==> src/rtl/gate_op_arbiter.sv <==
// gate_op_arbiter: round-robin arbiter that shares one 8-op bitwise gate unit
// (NOT/AND/OR/NAND/NOR/XOR/XNOR/BUF) between NREQ requesters, one op at a time.
//
// Ports:
//   clk, rst_n   clock (rising edge), asynchronous active-low reset
//   req          per-requester request, held until its gnt bit pulses
//   op, a, b     per-requester opcode (3 bits) and operands (WIDTH bits)
//   gnt          one-hot, one-cycle pulse when the winner's operands are captured
//   res, res_id  result data and owning requester index
//   res_valid    result available; res_ready accepts it
//   busy         high whenever the sequencer is not idle
//
// Build option: define GATE_ARB_FIXED_PRI_EN for fixed priority (lowest index
// wins, no round-robin pointer). Ports and timing are identical in both builds.
module gate_op_arbiter #(
  parameter int unsigned NREQ  = 4,
  parameter int unsigned WIDTH = 8,
  localparam int unsigned IDW  = $clog2(NREQ)
) (
  input  logic                  clk,
  input  logic                  rst_n,
  input  logic [NREQ-1:0]       req,
  input  logic [3*NREQ-1:0]     op,
  input  logic [WIDTH*NREQ-1:0] a,
  input  logic [WIDTH*NREQ-1:0] b,
  output logic [NREQ-1:0]       gnt,
  output logic [WIDTH-1:0]      res,
  output logic [IDW-1:0]        res_id,
  output logic                  res_valid,
  input  logic                  res_ready,
  output logic                  busy
);

  typedef enum logic [1:0] {IDLE, EXEC, RESP} state_t;

  state_t             state, state_n;
  logic [2:0]         cap_op, cap_op_n;
  logic [WIDTH-1:0]   cap_a, cap_a_n, cap_b, cap_b_n;
  logic [IDW-1:0]     cap_id, cap_id_n;
  logic [NREQ-1:0]    gnt_n;
  logic [WIDTH-1:0]   res_n;
  logic [IDW-1:0]     res_id_n;
  logic               res_valid_n, busy_n;

  logic [IDW-1:0]     win, cand;
  logic               found;
  logic [2:0]         sel_op;
  logic [WIDTH-1:0]   sel_a, sel_b;

`ifndef GATE_ARB_FIXED_PRI_EN
  logic [IDW-1:0]     ptr, ptr_n;
  logic [IDW:0]       sum;
`endif

  // Bitwise gate function over the full operand width.
  function automatic logic [WIDTH-1:0] gate_fn(input logic [2:0] o,
                                               input logic [WIDTH-1:0] x,
                                               input logic [WIDTH-1:0] y);
    logic [WIDTH-1:0] r;
    case (o)
      3'd0:    r = ~x;
      3'd1:    r = x & y;
      3'd2:    r = x | y;
      3'd3:    r = ~(x & y);
      3'd4:    r = ~(x | y);
      3'd5:    r = x ^ y;
      3'd6:    r = ~(x ^ y);
      default: r = x;
    endcase
    return r;
  endfunction

  // Winner search: first set req bit from the search start, wrapping at NREQ-1.
  always_comb begin
    win   = '0;
    cand  = '0;
    found = 1'b0;
`ifndef GATE_ARB_FIXED_PRI_EN
    sum   = '0;
`endif
    for (int unsigned k = 0; k < NREQ; k++) begin
`ifdef GATE_ARB_FIXED_PRI_EN
      cand = IDW'(k);
`else
      sum = {1'b0, ptr} + (IDW+1)'(k);
      if (sum >= (IDW+1)'(NREQ)) sum = sum - (IDW+1)'(NREQ);
      cand = sum[IDW-1:0];
`endif
      if (!found && req[cand]) begin
        win   = cand;
        found = 1'b1;
      end
    end
  end

  // Operand mux for the winning requester.
  always_comb begin
    sel_op = '0;
    sel_a  = '0;
    sel_b  = '0;
    for (int unsigned i = 0; i < NREQ; i++) begin
      if (win == IDW'(i)) begin
        sel_op = op[3*i +: 3];
        sel_a  = a[WIDTH*i +: WIDTH];
        sel_b  = b[WIDTH*i +: WIDTH];
      end
    end
  end

  // Next-state and next-output logic.
  always_comb begin
    state_n     = state;
    cap_op_n    = cap_op;
    cap_a_n     = cap_a;
    cap_b_n     = cap_b;
    cap_id_n    = cap_id;
    gnt_n       = '0;
    res_n       = res;
    res_id_n    = res_id;
    res_valid_n = res_valid;
`ifndef GATE_ARB_FIXED_PRI_EN
    ptr_n       = ptr;
`endif
    case (state)
      IDLE: begin
        if (found) begin
          cap_op_n   = sel_op;
          cap_a_n    = sel_a;
          cap_b_n    = sel_b;
          cap_id_n   = win;
          gnt_n[win] = 1'b1;
`ifndef GATE_ARB_FIXED_PRI_EN
          ptr_n      = (win == IDW'(NREQ-1)) ? '0 : win + IDW'(1);
`endif
          state_n    = EXEC;
        end
      end
      EXEC: begin
        res_n       = gate_fn(cap_op, cap_a, cap_b);
        res_id_n    = cap_id;
        res_valid_n = 1'b1;
        state_n     = RESP;
      end
      RESP: begin
        if (res_ready) begin
          res_valid_n = 1'b0;
          state_n     = IDLE;
        end
      end
      default: state_n = IDLE;
    endcase
    busy_n = (state_n != IDLE);
  end

  // State and registered outputs.
  always_ff @(posedge clk or negedge rst_n) begin
    if (!rst_n) begin
      state     <= IDLE;
      cap_op    <= '0;
      cap_a     <= '0;
      cap_b     <= '0;
      cap_id    <= '0;
      gnt       <= '0;
      res       <= '0;
      res_id    <= '0;
      res_valid <= 1'b0;
      busy      <= 1'b0;
`ifndef GATE_ARB_FIXED_PRI_EN
      ptr       <= '0;
`endif
    end else begin
      state     <= state_n;
      cap_op    <= cap_op_n;
      cap_a     <= cap_a_n;
      cap_b     <= cap_b_n;
      cap_id    <= cap_id_n;
      gnt       <= gnt_n;
      res       <= res_n;
      res_id    <= res_id_n;
      res_valid <= res_valid_n;
      busy      <= busy_n;
`ifndef GATE_ARB_FIXED_PRI_EN
      ptr       <= ptr_n;
`endif
    end
  end

endmodule
==> config.mk <==
export PLATFORM = sky130hd
export DESIGN_NAME = gate_op_arbiter
export DESIGN_NICKNAME = d
export VERILOG_FILES = /design/src/rtl/gate_op_arbiter.sv
export SDC_FILE = /design/constraint.sdc
export NUM_CORES = 1
export LEC_CHECK = 0
export CAP_MARGIN = 20
export CORE_MARGIN = 1.5
export CORE_UTILIZATION = 30
export CTS_CLUSTER_DIAMETER = 30
export DETAILED_ROUTE_END_ITERATION = 16
export SYNTH_ARGS = -nofsm -noshare
export SYNTH_HDL_FRONTEND = slang
export SYNTH_SLANG_ARGS = --single-unit
==> constraint.sdc <==
create_clock -name clk -period 2.4 [get_ports clk]
set_clock_uncertainty 0.2 [all_clocks]
set_input_delay 0.48 -clock clk [delete_from_list [all_inputs] [get_ports clk]]
set_output_delay 0.48 -clock clk [all_outputs]
set_load 0.02 [all_outputs]
# Word-level counts from Yosys, hierarchy flattened
# Cells that the tools add are included.
# classes
addsub	8
n_mul	0
div	0
n_lt_le_gt_ge	10
n_eq_ne	12
n_shift	0
n_mux	43
bitwise_logic	7
reduce_logical	14
# op_table
operator	count
$mux 8	8
$pmux 8 s7	1
$not 8->8	4
$mux 2	11
$lt 2x3->1 const B	5
$mux 3	4
$mux 1	10
$eq 3x3->1 const B	3
$ge 3x3->1 const B	3
$and 8x8->8	1
$bmux 1 s2	4
$mux 4	2
$or 8x8->8	1
$sub 2x1->2 const B	4
$xor 8x8->8	1
$add 2x2->3 const B	2
$eq 2x2->1 const B	3
$eq 3x2->1 const B	2
$pmux 2 s3	1
$eq 2x1->1 const B	2
$logic_and 1x1->1	4
$logic_not 2->1	2
$reduce_and 2->1	2
$reduce_bool 2->1	2
10 further kinds	12
# word_totals
reg_bits	41
latchBits	0
ramBits	0
romBits	0
input_bits	83
output_inout_bits	16
word_cells	105
mem_count	0

# Longest topological paths before layout
# Gate-level depths: netlist of run 1.
# logic_depth
depth_word	20
depth_mapped	11
ltp_nobuf	9

# Worst setup path before layout of run 1
# OpenSTA, ideal clock, no wires.
# synth_path
kind	input to register
startpoint	input req[2]
endpoint	register cap_op[1]
setup_ns	0.124
arrival_time_ns	2.148
required_time_ns	2.076
slack_ns	-0.072
stages	11
n_path_buf	2
cell_sequence	mux2i_1 > nor2_1 > nor4_1 > inv_1 > ha_1 > buf_2 > buf_1 > a21oi_1 > o21ai_0 > a22oi_1 > a21oi_1
# synth_via
elab_chain_cells	17
word_cells_on_any_way	31
cone_classes	eq/ne (3); mux (20); reduce/logical (8)
# synth_rtl
item	line_no	source
start: declaration	22	input logic [NREQ-1:0] req,
$bmux 1 s2	89	if (!found && req[cand]) begin
$mux 1 (implied by the code)	89	
$mux 1	89	
$logic_not 1->1	89	
$logic_and 1x1->1	89	
$mux 1	89	
$logic_not 1->1	89	
$logic_and 1x1->1	89	
$mux 1	89	
$logic_not 1->1	89	
$logic_and 1x1->1	89	
$mux 2 *	89	
via win[0]	45	logic [IDW-1:0] win, cand;
$logic_not 2->1	102	if (win == IDW'(i)) begin
$mux 3 (3 in a row)	102	
$mux 3 *	102	
end signal: assignment	173	cap_op <= cap_op_n;
end: declaration	37	logic [2:0] cap_op, cap_op_n;
# The timed path passes the listed nets; every way through them passes the cells marked *. The select of a mux whose other input is x is not followed.
# A chain may end at the register's enable or synchronous reset.

# Final worst setup path of run 1
# layout_path
startpoint	register ptr[1]
endpoint	register cap_b[6]
# layout_via
elab_chain_cells	19
word_cells_on_any_way	46
cone_classes	add/sub (7); order compare (4); eq/ne (3); mux (24); reduce/logical (8)
# layout_rtl
item	line_no	source
start: declaration	51	logic [IDW-1:0] ptr, ptr_n;
start signal: assignment	183	ptr <= ptr_n;
branches (longest 13 deep; another with $add 2x1->3)	-	
$mux 2 *	89	
via win[0]	45	
$logic_not 2->1	102	
$mux 8 (3 in a row)	102	
$mux 8 *	102	
end signal: assignment	175	cap_b <= cap_b_n;
end: declaration	38	logic [WIDTH-1:0] cap_a, cap_a_n, cap_b, cap_b_n;
# Mark *: on every way through the listed nets, which the timed path passes. The select of a mux whose other input is x is not followed.

==> results of run 1 <==
-- cell type report --
type                       instances  share of cell area [%]
inverter                          46                    3.57
multi-input combinational        230                    40.0
clock inverter                     2                   0.724
tap                              133                    3.44
timing repair buffer             136                    29.7
sequential                        41                    21.2
clock buffer                       5                    1.42
-- how the worst max path moves through the flow --
stage | depth (start not counted) | startpoint | endpoint | slack (ns)
2_1_floorplan | 11 | req[2] | cap_op[1] | 0.03
3_3_place_gp | 12 | req[0] | cap_b[5] | -0.67
3_5_place_dp | 12 | req[0] | cap_b[5] | -0.69
4_1_cts | 10 | ptr[1] | cap_b[7] | 0.004
5_1_grt | 10 | ptr[1] | cap_a[3] | -0.17
6_report | 10 | ptr[1] | cap_b[6] | -0.02
-- metrics by stage --
stage	utilization, %	hold slack [ns]	setup slack [ns]	cell area [um^2]	power [mW]
after floorplan	-	-0.0156	0.0287	3020	3.75
after global placement	43.7	0.262	-0.671	4280	4.81
after detailed placement	43.7	0.274	-0.695	4280	4.92
after CTS	45.5	0.0668	0.00407	4440	5.53
after global routing	49.5	0.0965	-0.171	4840	6.65
final	49.5	0.0379	-0.0191	4840	6.17
-- placed cells by master (no fill, tap or decap), types with 13 or more instances in the layout --
master	n
sky130_fd_sc_hd__a21oi_1	37
sky130_fd_sc_hd__a221oi_2	17
sky130_fd_sc_hd__buf_4	23
sky130_fd_sc_hd__clkdlybuf4s50_1	93
sky130_fd_sc_hd__dfrtp_1	40
sky130_fd_sc_hd__ha_1	18
sky130_fd_sc_hd__inv_1	46
sky130_fd_sc_hd__mux2i_1	13
sky130_fd_sc_hd__nand2_1	13
sky130_fd_sc_hd__nand3b_1	14
sky130_fd_sc_hd__nor2_1	25
-- logic make-up after synthesis --
logic type / Yosys count / share of synthesized area, %
AND/OR/NAND/NOR: 72 / 13.2
multiplexers: 19 / 7.30
adder cells (fa/ha/maj): 20 / 8.30
flip-flops: 41 / 34.0
AO/OA/AOI/OAI: 119 / 26.3
buffers and inverters: 76 / 10.9
-- worst reg2reg max path, delay by kind of cell (launching register included) --
family	cells	cell delay, ns
compound gates	4	0.52
fa+ha+maj	1	0.23
buf+inv	2	0.34
flops	1	0.42
mux	1	0.19
simple gates	2	0.40
-- repair_timing --
item / 4_1_cts / 5_1_grt
setup buffers: 4 / 2
gates cloned: 0 / 6
endpoints found under the setup margin: 19 / 19
pin swaps: 4 / 28
gates resized for setup: 17 / 52
-- layer usage --
| metal | global-route usage, % | vias to the layer above |
|---|---|---|
| li1 | - | 1469 |
| met1 | 23.7 | 1370 |
| met2 | 24.8 | 96 |
| met3 | 2.42 | 9 |
| met4 | 4.05 | 0 |
| met5 | 0 | - |
-- sequential cells by signal (all words and copies together) (netlist names) --
name,flops
busy,1
ptr,2
cap_id,2
res_valid,1
gnt,4
state,2
res,8
res_id,2
cap_op,3
cap_b,8
cap_a,8
-- report_power, final --
group | internal, mW | total (mW) | leakage [nW] | switching [mW]
logic | 2.16 | 4.26 | 1.55 | 2.10
registers | 1.04 | 1.37 | 0.488 | 0.325
clock network | 0.303 | 0.543 | 0.0540 | 0.240
==> flow_results.org, run 1 <==
** Clock network
- Clock tree synthesis found a total of 41 sinks.
- TritonCTS buffer count :: 5
- Clock slew seen by the registers of the worst setup and hold paths :: 0.08 ns
- Latest clock arrival within the worst-skew pair :: 0.29 ns
- Clock tree from TritonCTS :: yes
- Max Buffers Root-to-Sink :: 2
- Number of buffers inserted by hold repair at cts :: 0
- Maximum level of the CTS H-tree :: 2
- The tree is rooted in a sky130_fd_sc_hd__clkbuf_8.

** Routing
- Top sig layer :: met4
- Number of DRC markers after the initial detailed-route iteration :: 116
- Number of antenna-violating nets in the routed design :: 0
- Met2 wirelength from detailed routing :: 4330 um
- In the detailed route, the total length drawn on met3 is 431 um.
- The first detailed-routing pass ran for 4 iterations.
- Routed wire length :: 9200 um
- DRT met1 WL :: 4320 um
- Residual DRC count :: 0
- The routed layout has 2944 vias.
- Dividing the detail-routed wire length by the instance count gives 15.5 um.
- Vias per cell :: 4.96

** Worst setup path
- STA classifies the critical path startpoint as a flip-flop.
- Critical path buffers and inverters :: 2
- The endpoint identified for the worst register-to-register timing path is cap_b[6].
- Highest-delay cell along the critical path :: sky130_fd_sc_hd__dfrtp_2
- Launch instance of the worst register-to-register path :: ptr[1]
- On the critical path the largest part of the delay comes from compound AO/OA/AOI/OAI gates.
- The most numerous cell type found on the critical path is sky130_fd_sc_hd__a21oi_1.
- Along the worst path, the maximum fanout reaches 16.
- The worst setup path is captured at a flip-flop.
- Crit-path cells :: mux2i_1 > nor2_1 > nor4_2 > inv_1 > ha_4 > clkbuf_16 > a21oi_1 > a221oi_2 > a211oi_1 > a21oi_1
- Worst r2r path cells :: 10
- At the worst endpoint, the required time is 2.38 ns.
- STA puts the critical path data arrival time at 2.39 ns.
- The setup check on the worst reg-to-reg path leaves a slack of -0.02 ns.
- The critical path is of the reg2reg type.
- The largest single stage delay on the critical path is 0.42 ns.

** Min path
- The tightest min-delay check is of the in2async type.

** Cells and area
- Share of post-route cells with drive strength above 1 :: 22.8%
- Registers take 1030 um^2.
- The layout has 919 filler cells.
- Signed area change from the synthesized netlist to the final layout :: 60.5%
- # nets final :: 563
- Finished Layout Cells :: 593
- Summing all multi-input logic gate instances after layout gives 1940 um^2.
- 0 antenna diodes ended up in the layout.

** Die
- Number of placed I/O pins :: 99
- In this run the standard cell core region covers 9770 um^2.
- Total die area :: 10700 um^2
- Die Y :: 103 um
- Core Rows :: 36
- Effective utilization at floorplan :: 30.9%
- Measured along the x axis, the die boundary spans 103 um.

** Outcome
- The checks that failed: setup timing.
- Run status :: finished with violations

** Logic synthesis
- Post-synthesis cell type with the largest combined area :: sky130_fd_sc_hd__dfrtp_1
- Synth Warn # :: 0
- Main area contributors after synthesis :: sky130_fd_sc_hd__dfrtp_1, sky130_fd_sc_hd__a21oi_1, sky130_fd_sc_hd__ha_1
- By instance count, the leading cell after synthesis is sky130_fd_sc_hd__a21oi_1.
- Synthesis handed over a netlist of 347 instances.
- Post-synthesis cell type count :: 37
- Area share of the largest cell type after synthesis :: 34.0%
- The number of nets handed over by synthesis was 450.
- In this run, synthesis inferred 0 flip-flops with an integrated enable.
- The synthesized design contains 41 register bits.
- List of most frequent post-synthesis cells :: sky130_fd_sc_hd__a21oi_1, sky130_fd_sc_hd__inv_1, sky130_fd_sc_hd__dfrtp_1, sky130_fd_sc_hd__nor2_1, sky130_fd_sc_hd__ha_1
- Sequential element share of the synthesized area :: 34.0%
- Among all flip-flop cells after synthesis, the most frequent one is sky130_fd_sc_hd__dfrtp_1.
- Each instance of the synthesized netlist takes up on average 8.69 um^2.
- The synthesized netlist occupies a cell area of 3020 um^2.
- FFs w/ async S/R, synth :: 100%

** Job
- Max Cap Violations :: 0

** GRT
- Entering global routing, the biggest net connects 34 pins.
- Global-route total usage across every layer :: 16.1%
- Wire length of the first global-routing pass :: 13700 um
- The number of global-route vias before repair is 2801.
- Grt total ovfl :: 0
- The initial antenna violation count is 0.

** Placement
- Placed instance count :: 575
- Gpl congestion :: 0.867
- During placement, the flow inserted port buffers numbering 98.
- Half-perimeter wire length after detailed placement :: 6550 um

** Timing
- Count of final max-slew check failures :: 0
- Actual transition at the worst max-transition pin :: 0.730 ns
- Setup total negative slack on the finished layout was measured at -0.0675 ns.
- Setup violations remaining at the end of the flow were counted as 5.
- The number of hold-slack violations in the final timing report came to 0.
- Unrepaired setup endpoints after global routing :: true
- Worst slew margin relative to its limit :: 51.3%
- In the finished design, the share of the clock period the worst path needs comes to 101%.
- Clock period minus final worst setup slack :: 2.42 ns
- In the post-route analysis, the smallest setup slack over all paths is -0.0191 ns.
- For this run, the top clock speed supported by timing is 413 MHz.

** Pwr
- VDD sags by at most 0.410 mV.
- For this design the ratio of total power to cell area is 1270 nW/um^2.
- Leak :: 2.09 nW
Power figures use the tool's default switching activity.
==> run 2: changes to the inputs <==
--- a/config.mk
+++ b/config.mk
@@ -6,7 +6,6 @@
 export NUM_CORES = 1
 export LEC_CHECK = 0
 export CAP_MARGIN = 20
-export CORE_MARGIN = 1.5
 export CORE_UTILIZATION = 30
 export CTS_CLUSTER_DIAMETER = 30
 export DETAILED_ROUTE_END_ITERATION = 16
==> constraint.sdc (replaced) <==
create_clock -name clk -period 2.9 [get_ports clk]
set_clock_uncertainty 0.2 [all_clocks]
set_input_delay 0.58 -clock clk [delete_from_list [all_inputs] [get_ports clk]]
set_output_delay 0.58 -clock clk [all_outputs]
set_load 0.02 [all_outputs]
==> run 2 against run 1 <==
Compared with the run above: the run now ends clean; wire length shrank 11%; sequential share of layout area increased by 2.2 points; utilization decreased by 4.8 points; flip-flop and latch count unchanged.
==> flow_results.org, run 2 (synthesis results as in run 1) <==
** Die
- Core Footprint :: 9770 um^2
- 99 I/O pins were placed.
- Core Rows :: 36
- For this configuration, the core starts out at a cell density of 30.9%.
- The die covers 10500 um^2.
- Die Y :: 102 um
- The die is 102 um wide.

** GRT
- Global-route total usage across every layer :: 16.7%
- Grt met2 use :: 26.6%
- For this run, global-route usage on met1 was measured as 23.4%.
- After global routing the overflow that remains totals 0.
- The first global-routing pass estimated 13700 um of wire.
- The initial antenna violation count came to 0.
- GRT met3 Usage :: 3.49%
- Entering global routing, the biggest net connects 42 pins.
- met2 is the most crowded layer.
- Vias in the first global route :: 2834

** Clock network
- At the later pin of the worst-skew pair, clock insertion delay measures 0.30 ns.
- Clock slew seen by the registers of the worst setup and hold paths :: 0.09 ns
- Number of buffers inserted by hold repair at cts :: 0
- The tree built by TritonCTS fans out to 41 sinks.
- In this run, CTS created clock tree buffers numbering 5.
- Cell at the root of the clock tree :: sky130_fd_sc_hd__clkbuf_8
- Max Buffers Root-to-Sink :: 2
- Maximum level of the CTS H-tree :: 2
- Clock tree from TritonCTS :: yes

** Cells and area
- Antenna Cells :: 0
- The net count of the finished layout is 546.
- The top cell types in the final layout, fill and taps aside, are sky130_fd_sc_hd__clkdlybuf4s50_1, sky130_fd_sc_hd__a21oi_1, sky130_fd_sc_hd__inv_1.
- Cell area after layout :: 4370 um^2
- Most frequent standard cell in the layout excluding fill and tap cells :: sky130_fd_sc_hd__clkdlybuf4s50_1
- Signed area change from the synthesized netlist to the final layout :: 45.0%
- Biggest registers after layout :: cap_a x8, cap_b x8, res x8
- Share of post-route cells with drive strength above 1 :: 9.01%
- Final core occ :: 44.8%

** Timing
- Unrepaired setup endpoints after global routing :: false
- Fin. Hold Viols :: 0
- The final critical path takes up 88.2% of the cycle.
- For the finished layout, the period the worst path requires is 2.56 ns.
- Worst slew margin relative to its limit :: 38.2%
- Final setup viols :: 0
- Based on the critical path, the design can be clocked at up to 391 MHz.
- At the pin with the least slew margin, the transition time is 0.927 ns.
- Setup Total Neg Slack :: 0 ns
- Count of final max-slew check failures :: 0

** Routing
- Number of antenna-violating nets in the routed design :: 0
- Residual DRC count :: 0
- Detailed routing inserted a total of 2866 vias.
- Summed over all layers, the routed wires come to 8190 um.
- Number of DRC markers after the initial detailed-route iteration :: 137
- Detailed-route wire length per cell :: 14.2 um
- Vias per cell :: 4.97
- Before antenna repair, the detailed router went through 4 iterations.

** Job
- The tool flagged a number of max-cap violations equal to 0.

** Worst setup path
- Crit-path cells :: nand2b_1 > a21oi_1 > nor4_1 > buf_4 > inv_1 > ha_1 > buf_12 > buf_4 > a21oi_1 > o21ai_0 > a22oi_1 > a21oi_1
- Longest individual stage delay on the worst path :: 0.45 ns
- Together, buffers and inverters on the worst path number 4.
- Most frequent CP cell :: sky130_fd_sc_hd__a21oi_1
- The worst setup path is captured at a flip-flop.
- Highest-delay cell along the critical path :: sky130_fd_sc_hd__dfrtp_1
- Biggest fanout along the worst timing path :: 28
- On the critical path the largest part of the delay comes from compound AO/OA/AOI/OAI gates.
- Arrival time worst endpoint :: 2.53 ns
- At the worst endpoint, the required time is 2.88 ns.
- Category of the worst setup path launch point :: flip-flop
- Crit path kind :: reg2reg

** Pwr
- Total power density per cell area :: 1040 nW/um^2
- Leak :: 1.96 nW
- Across the VDD grid, the largest voltage drop is 0.313 mV.

** Min path
- Kind of path behind the tightest hold check :: in2async

** Outcome
- The flow ran to the end, and the final reports show no timing, DRC or antenna violations.

** Placement
- Gpl congestion :: 0.822
- Detailed placement ended at an HPWL of 6370 um.
- After detailed placement, the total cell area comes to 4220 um^2.
- In this run the tool buffered the top-level ports with 98 buffer cells.
-- run 2: metrics by stage --
stage                     total power [mW]  instances  setup slack (ns)  hold slack (ns)
after floorplan                       3.10        347             0.328           0.0844
after global placement                3.94        568            -0.281            0.259
after detailed placement              4.03        568            -0.305            0.266
after CTS                             4.59        576            0.0235            0.251
after global routing                  5.00        577             0.112            0.276
final                                 4.57        577             0.342            0.210
-- run 2: path summary, 6_finish.rpt --
kind | startpoint | endpoint | slack (ns) | depth (start not counted)
min in group clk | cap_id[0] | cap_id[0] | 0.28 | 1
worst min register to register | cap_id[0] | cap_id[0] | 0.28 | 1
max in group asynchronous | rst_n | cap_b[1] | 1.70 | 1
worst min-delay path | rst_n | gnt[3] | 0.21 | 1
worst max register to register | ptr[1] | cap_op[1] | 0.34 | 12
worst max-delay path | ptr[1] | cap_op[1] | 0.34 | 12
-- run 2: final cells by class --
| cell class | instances | area [um^2] |
|---|---|---|
| fill | 952 | 5400 |
| multi-input combinational | 230 | 1670 |
| timing repair buffer | 119 | 1210 |
| sequential | 41 | 1030 |
| inverter | 46 | 173 |
| tap | 133 | 166 |
| clock buffer | 5 | 68.8 |
| clock inverter | 3 | 65.1 |
-- run 2: where the power goes --
group          switching, mW  internal (mW)
combinational           1.45           1.42
clock                  0.203          0.342
sequential             0.298          0.859
total                   1.95           2.62
-- run 2: worst reg2reg max path, delay by kind of cell, from the launching register on --
kind,cells,cell delay (ns)
compound gates,5,0.62
buf+inv,4,0.57
flops,1,0.45
simple gates,2,0.40
fa+ha+maj,1,0.22
-- run 2: repair_timing --
| item | in CTS | in global routing |
|---|---|---|
| gates cloned | 0 | 0 |
| pin swaps | 0 | 2 |
| resized for setup | 1 | 4 |
| setup endpoints to repair | 1 | 18 |
| buffers inserted | 0 | 1 |
| endpoints found under the hold margin | 0 | 0 |
-- run 2: per-layer routing --
layer / wire, um / vias up
met5: 0 / -
met4: 48 / 0
met3: 532 / 4
met2: 3700 / 93
met1: 3910 / 1336
li1: - / 1433
==> run 3: changes to the inputs <==
--- a/config.mk
+++ b/config.mk
@@ -12,3 +12,4 @@
 export SYNTH_ARGS = -nofsm -noshare
 export SYNTH_HDL_FRONTEND = slang
 export SYNTH_SLANG_ARGS = --single-unit
+export TNS_END_PERCENT = 50
==> results of run 3 <==
The final DEF is identical to that of run 2; final timing and power are the same.
